$ cat src/rtl/dpram_pkg.sv
// Shared constants for the parametrised dual-port scratch RAM.
// Covers the collision-mode selectors and the clear/run state encoding.
package dpram_pkg;

  localparam int RD_WRITE_FIRST = 0;
  localparam int RD_READ_FIRST  = 1;

  typedef enum logic [0:0] {
    CLEAR = 1'b0,
    RUN   = 1'b1
  } state_e;

endpackage

$ cat src/rtl/ram_clear_ctrl.sv
// Post-reset clear sequencer: walks every address once, writing the init value,
// then hands the memory to the user ports and drops busy.
module ram_clear_ctrl
  import dpram_pkg::*;
#(
  parameter int ADDR_W = 3
) (
  input  logic              clk,
  input  logic              rst,
  output logic              busy,
  output logic              clr_we,
  output logic [ADDR_W-1:0] clr_addr
);

  state_e            state_r;
  state_e            state_next_s;
  logic [ADDR_W-1:0] cnt_r;
  logic              busy_r;
  logic              last_s;

  assign last_s = (cnt_r == {ADDR_W{1'b1}});

  // state register
  always_ff @(posedge clk) begin
    if (rst) begin
      state_r <= CLEAR;
    end else begin
      state_r <= state_next_s;
    end
  end

  // next-state logic: leave CLEAR once the top word has been written
  always_comb begin
    state_next_s = state_r;
    case (state_r)
      CLEAR: begin
        if (last_s) state_next_s = RUN;
        else        state_next_s = CLEAR;
      end
      RUN:     state_next_s = RUN;
      default: state_next_s = CLEAR;
    endcase
  end

  // clear address counter and registered busy flag
  always_ff @(posedge clk) begin
    if (rst) begin
      cnt_r  <= '0;
      busy_r <= 1'b1;
    end else if (state_r == CLEAR) begin
      cnt_r  <= cnt_r + 1'b1;
      busy_r <= !last_s;
    end else begin
      cnt_r  <= '0;
      busy_r <= 1'b0;
    end
  end

  // output logic: no clear write while reset is still held
  always_comb begin
    clr_we = 1'b0;
    case (state_r)
      CLEAR: begin
        if (rst) clr_we = 1'b0;
        else     clr_we = 1'b1;
      end
      RUN:     clr_we = 1'b0;
      default: clr_we = 1'b0;
    endcase
  end

  assign clr_addr = cnt_r;
  assign busy     = busy_r;

endmodule

$ cat src/rtl/dual_port_sync_ram_param.sv
// Single-clock one-write/one-read scratch RAM with registered read, valid strobe,
// selectable same-address collision behaviour and a hardware clear after reset.
module dual_port_sync_ram_param
  import dpram_pkg::*;
#(
  parameter int               DATA_W   = 16,
  parameter int               ADDR_W   = 3,
  parameter int               RD_MODE  = 0,
  parameter logic [DATA_W-1:0] INIT_VAL = '0
) (
  input  logic              clk,
  input  logic              rst,
  input  logic              we,
  input  logic [ADDR_W-1:0] addr_w,
  input  logic [DATA_W-1:0] data_w,
  input  logic              en,
  input  logic [ADDR_W-1:0] addr_r,
  output logic [DATA_W-1:0] data_r,
  output logic              rd_valid,
  output logic              busy
);

  localparam int DEPTH = 2 ** ADDR_W;

  logic [DATA_W-1:0] mem_r [DEPTH];

  logic              busy_s;
  logic              clr_we_s;
  logic [ADDR_W-1:0] clr_addr_s;
  logic              wr_go_s;
  logic              rd_go_s;
  logic              mem_we_s;
  logic [ADDR_W-1:0] mem_addr_s;
  logic [DATA_W-1:0] mem_din_s;
  logic [DATA_W-1:0] rd_word_s;
  logic [DATA_W-1:0] data_r_r;
  logic              rd_valid_r;

  ram_clear_ctrl #(
    .ADDR_W(ADDR_W)
  ) u_clear (
    .clk     (clk),
    .rst     (rst),
    .busy    (busy_s),
    .clr_we  (clr_we_s),
    .clr_addr(clr_addr_s)
  );

  // user requests are dropped while busy or while reset is asserted
  assign wr_go_s = we && !busy_s && !rst;
  assign rd_go_s = en && !busy_s && !rst;

  // single memory write port shared by the clear sequencer and the user
  always_comb begin
    mem_we_s   = 1'b0;
    mem_addr_s = addr_w;
    mem_din_s  = data_w;
    if (clr_we_s) begin
      mem_we_s   = 1'b1;
      mem_addr_s = clr_addr_s;
      mem_din_s  = INIT_VAL;
    end else begin
      mem_we_s   = wr_go_s;
      mem_addr_s = addr_w;
      mem_din_s  = data_w;
    end
  end

  // memory array, deliberately without reset
  always_ff @(posedge clk) begin
    if (mem_we_s) begin
      mem_r[mem_addr_s] <= mem_din_s;
    end
  end

  // read word select; the array read returns pre-edge contents (read-first)
  always_comb begin
    rd_word_s = mem_r[addr_r];
    if ((RD_MODE == RD_WRITE_FIRST) && wr_go_s && (addr_w == addr_r)) begin
      rd_word_s = data_w;
    end else begin
      rd_word_s = mem_r[addr_r];
    end
  end

  // registered read data and one-cycle valid strobe
  always_ff @(posedge clk) begin
    if (rst) begin
      data_r_r   <= '0;
      rd_valid_r <= 1'b0;
    end else if (rd_go_s) begin
      data_r_r   <= rd_word_s;
      rd_valid_r <= 1'b1;
    end else begin
      rd_valid_r <= 1'b0;
    end
  end

  assign data_r   = data_r_r;
  assign rd_valid = rd_valid_r;
  assign busy     = busy_s;

endmodule

$ cat config.mk
export PLATFORM = sky130hd
export DESIGN_NAME = dual_port_sync_ram_param
export DESIGN_NICKNAME = d
export VERILOG_FILES = /design/src/rtl/dpram_pkg.sv /design/src/rtl/ram_clear_ctrl.sv /design/src/rtl/dual_port_sync_ram_param.sv
export SDC_FILE = /design/constraint.sdc
export NUM_CORES = 1
export LEC_CHECK = 0
export ABC_AREA = 1
export ABC_CLOCK_PERIOD_IN_PS = 2500
export BUFFER_PORTS_ARGS = -buffer_cell sky130_fd_sc_hd__buf_2
export CORE_ASPECT_RATIO = 0.8
export CORE_UTILIZATION = 50
export DETAILED_ROUTE_END_ITERATION = 7
export GPL_TIMING_DRIVEN = 0
export PLACE_DENSITY = 0.68
export SYNTH_ARGS = -nofsm -noshare
export SYNTH_HDL_FRONTEND = slang
export SYNTH_SLANG_ARGS = --single-unit
export TNS_END_PERCENT = 1
$ cat constraint.sdc
create_clock -name clk -period 2.5 [get_ports clk]
set_input_delay 0.25 -clock clk [delete_from_list [all_inputs] [get_ports clk]]
set_output_delay 0.25 -clock clk [all_outputs]
set_load 0.05 [all_outputs]
== Word level (Yosys, flattened, before mapping) ==
Memories as Yosys holds them, arrays and structs flattened.
Cells that the tools add are included.
Storage, ports and cells
  register bits after elaboration: 22
  memory bits (writable): 128
  input bits: 26
  output and inout bits: 18
  logic and storage cells: 31
  memories: 1
Memories
  mem_r: words 8, bits a word 16, rd ports 1, clocked after Yosys merged registers in 0, write ports 1, RTL line dual_port_sync_ram_param.sv:25  | logic [DATA_W-1:0] mem_r [DEPTH];
Operators by class
  add/subtract/negate cells: 1
  eq/ne operators: 2
  mux-type cells: 12
  bitwise operators: 1
  reductions and logical operators: 9
Operators by type and width (number)
  16-bit two-way mux: 2
  1-bit two-way mux: 7
  1-bit logical AND: 5
  1-bit case mux with 2 select lines: 2
  3-bit by 1-bit adder with 3-bit output, second input constant: 1
  3-bit == test: 1
  3-bit == test, second input constant: 1
  1-bit zero test: 3
  3-bit two-way mux: 1
  2-bit OR reduction: 1
  1-bit inverter: 1

== Longest topological paths before layout ==
  word-level depth: 6
  gate-level depth with buffers: 10
  gate-level depth less buffers: 9

== By module ==
Synthesis repeated with hierarchy kept, for this count alone.
Unflattened totals
  cells, all modules: 606
  area total of the unflattened synthesis: 6313.6 um^2
By module, submodules not included
  dual_port_sync_ram_param: instances 1, cells an instance 587, area an instance 6139.6 um^2
  ram_clear_ctrl: instances 1, cells an instance 19, area an instance 173.9 um^2

== Worst setup path after synthesis ==
Ideal clock, no wire load.
  path type: input -> register
  start point: in rst
  end point: mem mem_r[0][0] (enable)
  library setup time: 388 ps
  arrival time: 1764 ps
  slack: 347 ps
  cell stages on the path: 7
  cells stage by stage: buf_6 -> nor2_1 -> inv_1 -> or2_2 -> o21ai_1 -> nand2_1 -> nor2_1
Between the ends
  word-level cells in the longest chain between the ends: 5
  elaborated cells between the ends (all ways): 8
  those cells by class: mux (6); reduce/logical (2)
RTL lines
  start: declaration: RTL line dual_port_sync_ram_param.sv:12  | input logic rst,
  1-bit two-way mux / 1-bit zero test (equally long branches): RTL line ram_clear_ctrl.sv:64, dual_port_sync_ram_param.sv:50
  1-bit case mux with 2 select lines / 1-bit logical AND (equally long branches): RTL line ram_clear_ctrl.sv:62, dual_port_sync_ram_param.sv:50
  1-bit two-way mux: RTL line dual_port_sync_ram_param.sv:58  | if (clr_we_s) begin
  1-bit two-way mux: RTL line dual_port_sync_ram_param.sv:71  | if (mem_we_s) begin
  1-bit two-way mux (implied by the code): RTL line dual_port_sync_ram_param.sv:72  | mem_r[mem_addr_s] <= mem_din_s;
  end: declaration: RTL line dual_port_sync_ram_param.sv:25
Parallel ways exist; a longest one is shown, timed or not.

== Final worst setup path ==
  start point: reg u_clear.state_r
  end point: mem mem_r[3][9] (enable)
Between the ends
  word-level cells in the longest chain between the ends: 5
  elaborated cells between the ends (all ways): 6
  those cells by class: mux (5); bitwise (1)
RTL lines
  start: declaration: RTL line ram_clear_ctrl.sv:15  | state_e state_r;
  start signal: assignment: RTL line ram_clear_ctrl.sv:28  | state_r <= state_next_s;
  1-bit inverter
  1-bit case mux with 2 select lines (*): RTL line ram_clear_ctrl.sv:62  | case (state_r)
  1-bit two-way mux: RTL line dual_port_sync_ram_param.sv:58
  1-bit two-way mux: RTL line dual_port_sync_ram_param.sv:71
  1-bit two-way mux (implied by the code): RTL line dual_port_sync_ram_param.sv:72
Every way passes the cells marked *; elsewhere a longest branch is shown, timed or not.

==> impl_metrics.tcl <==
set metrics [dict create \
    status "finished clean" \
    cp.required_ns 2.63 \
    synth-async-reset-ratio_pct 0 \
    syn2layout_area_growth_pct 18.7 \
    worstMarginPinSlew_ns 0.770 \
    end_kind "flop" \
    drtIter0Drc 516 \
    ant_nets 0 \
    grt-ovfl-total 0 \
    drive_gt1_share_pct 17.2 \
    regToRegSetupSlack_ns 0.27 \
    antenna_found_initial 0 \
    grt_max_degree 17 \
    synthTopCellsByCount "128 x edfxtp_1, 106 x nand2_1, 96 x nor2_1, 72 x nand3_1, 61 x o21ai_0" \
    core_mm2 0.0122 \
    critPathKind "reg2reg" \
    fin_nets 690 \
    rr_startpoint "u_clear.state_r$_SDFF_PP0_" \
    cp_max_fo 10 \
    via_per_inst 5.43 \
    irDropWorstVdd_mv 0.540 \
    die_h_um 102 \
    cts_resized 0 \
    syn_inst 595 \
    drt_pass1_iterations 6 \
    routed_wl_um 15800 \
    cp-startpoint "u_clear.state_r$_SDFF_PP0_" \
    slew-limit-headroom_pct 48.6 \
    place_hpwl_um 9980 \
    synth_flop_cell "edfxtp_1" \
    grt_pass1_wl_um 23800 \
    grt_pass1_vias 4293 \
    critPathArrivalTime_ns 2.37 \
    synth_fp_nets 623 \
    cts-hold-fix-buffers 0 \
    htreeDepth 4 \
    synth.most_common_cell "edfxtp_1" \
    cts.sinks 150 \
    max_freq_ghz 0.448 \
    r2r_cells 7 \
    numCtsBuffers 17 \
    period_minus_slack_ns 2.23 \
    hp-class "in2reg" \
    yosys_register_bits 150 \
    synth.avg_cell_area_um2 10.6 \
    yosysSeqAreaShare_pct 68.2 \
    wl_per_cell_um 18.6 \
    yosys_warnings 0 \
    via_count 4593 \
    reg2reg_to "mem_r[3][9]$_DFFE_PP_" \
    drv_slew 0 \
    clockBufferDepth 2 \
    synth.distinct_cells 24 \
    gp_congestion 0.848 \
    whs_ns 0.0594 \
    synth_top_area_share_pct 61.2 \
    hold_viol_final 0 \
    synth_largest_area_cell "edfxtp_1" \
    chipWidth_um 127 \
    cp-endpoint "mem_r[3][9]$_DFFE_PP_" \
    synth.area.top_cells "edfxtp_1 61%, dfxtp_1 7.0%, nand2_1 6.3%, nand3_1 5.7%, nor2_1 5.7%" \
    design.portCount 44 \
    skew_ns 0.00879 \
    period_share_pct 89.3 \
    initial_utilization_pct 51.4 \
    synth_edf_count 128 \
    cellLeakagePower_nw 3.01 \
    die_area_mm2 0.0130 \
    drv_cap 0 \
    rows 36 \
    drc 0 \
    grt_usage_pct 26.1 \
    root_buffer "clkbuf_16" \
    postCtsSetupRepairBufs 0 \
    setup_violations 0 \
    powerDensity_mw_per_mm2 777 \
    clk_pin_slew_ns 0.06 \
    io_buffers 40 \
    grt_setup_unrepaired "no" \
    synth_area_mm2 0.00628 \
    fin_setup_tns_ns 0 \
    fin_util_pct 61.0 \
    antenna_cells 0 \
    cts_tree "built" \
    insertion_delay_ns 0.43 \
    start_kind "flop" \
]
critical path: stages, from the launching register on:
cell and delay (ns):
dfxtp_1 0.31, nor2_1 0.16, buf_2 0.32, nand2_1 0.10, o21ai_0 0.12, nand2_1 0.21
nor2_2 0.48, buf_8 0.23
flip-flops by register name, summed over array words and instances (netlist names):
name and cells:
mem_r 128, data_r 16, u_clear.clr_addr 3, rd_valid 1
u_clear.busy 1, u_clear.state_r 1
placed cells by master (no fill, tap or decap), drive strengths merged:
cell type and count:
bufinv 3, inv 48, or2 2, clkinvlp 5
clkinv 3, nor2 99, edfxtp 128, dfxtp 22
nand3 72, ha 2, a21oi 14, nand2 110
clkbuf 36, buf 65, o21ai 66
how the worst min path moves through the flow:
stage	slack, ns	startpoint	to	cells past startpoint
2_1_floorplan	0.42	u_clear.clr_addr[0]$_SDFF_PP0_	u_clear.clr_addr[0]$_SDFF_PP0_	1
3_3_place_gp	0.43	u_clear.clr_addr[0]$_SDFF_PP0_	u_clear.clr_addr[0]$_SDFF_PP0_	1
3_5_place_dp	0.45	data_r[2]$_SDFFE_PP0P_	data_r[2]$_SDFFE_PP0P_	2
4_1_cts	0.05	rst	data_r[2]$_SDFFE_PP0P_	2
5_1_grt	0.06	rst	data_r[7]$_SDFFE_PP0P_	2
6_report	0.06	rst	data_r[2]$_SDFFE_PP0P_	2
cells by family after synthesis:
| family | share of synthesized area (%) |
|---|---|
| flip-flops | 68.2 |
| AND/OR/NAND/NOR | 19.2 |
| AO/OA/AOI/OAI | 6.62 |
| buffers and inverters | 5.56 |
| adder cells (fa/ha/maj) | 0.399 |
power breakdown:
group          switching [mW]  leakage, nW  internal [mW]
Sequential             0.0164         1.36           2.80
Clock                    1.00        0.273           1.57
Combinational           0.289         1.38          0.120
Total                    1.31         3.01           4.48
layout make-up:
cell class / instances / area, um^2
fill: 995 / 4760
sequential: 150 / 4280
multi-input combinational: 365 / 1660
clock buffer: 20 / 437
timing repair buffer: 48 / 345
tap: 171 / 214
inverter: 47 / 176
buffer: 33 / 173
clock inverter: 12 / 155
routing by layer:
metal	part of all wire, %	vias up	global-route usage, %
met5	0	-	0
met4	2.7	0	13.5
met3	9.0	25	6.28
met2	46	223	41.1
met1	42	2193	34.3
li1	-	2152	-
stage by stage:
step                cells  power [mW]  setup WS [ns]  cell area [um^2]
finish                846        5.79          0.268              7450
detailed placement    814        3.27          0.200              6860
global placement      806        3.23         -0.484              6690
CTS                   846        5.80          0.267              7450
global route          846        5.95         0.0923              7450
floorplan             595        3.10          0.347              6280
Note: power is estimated with default switching activity, not from simulation.
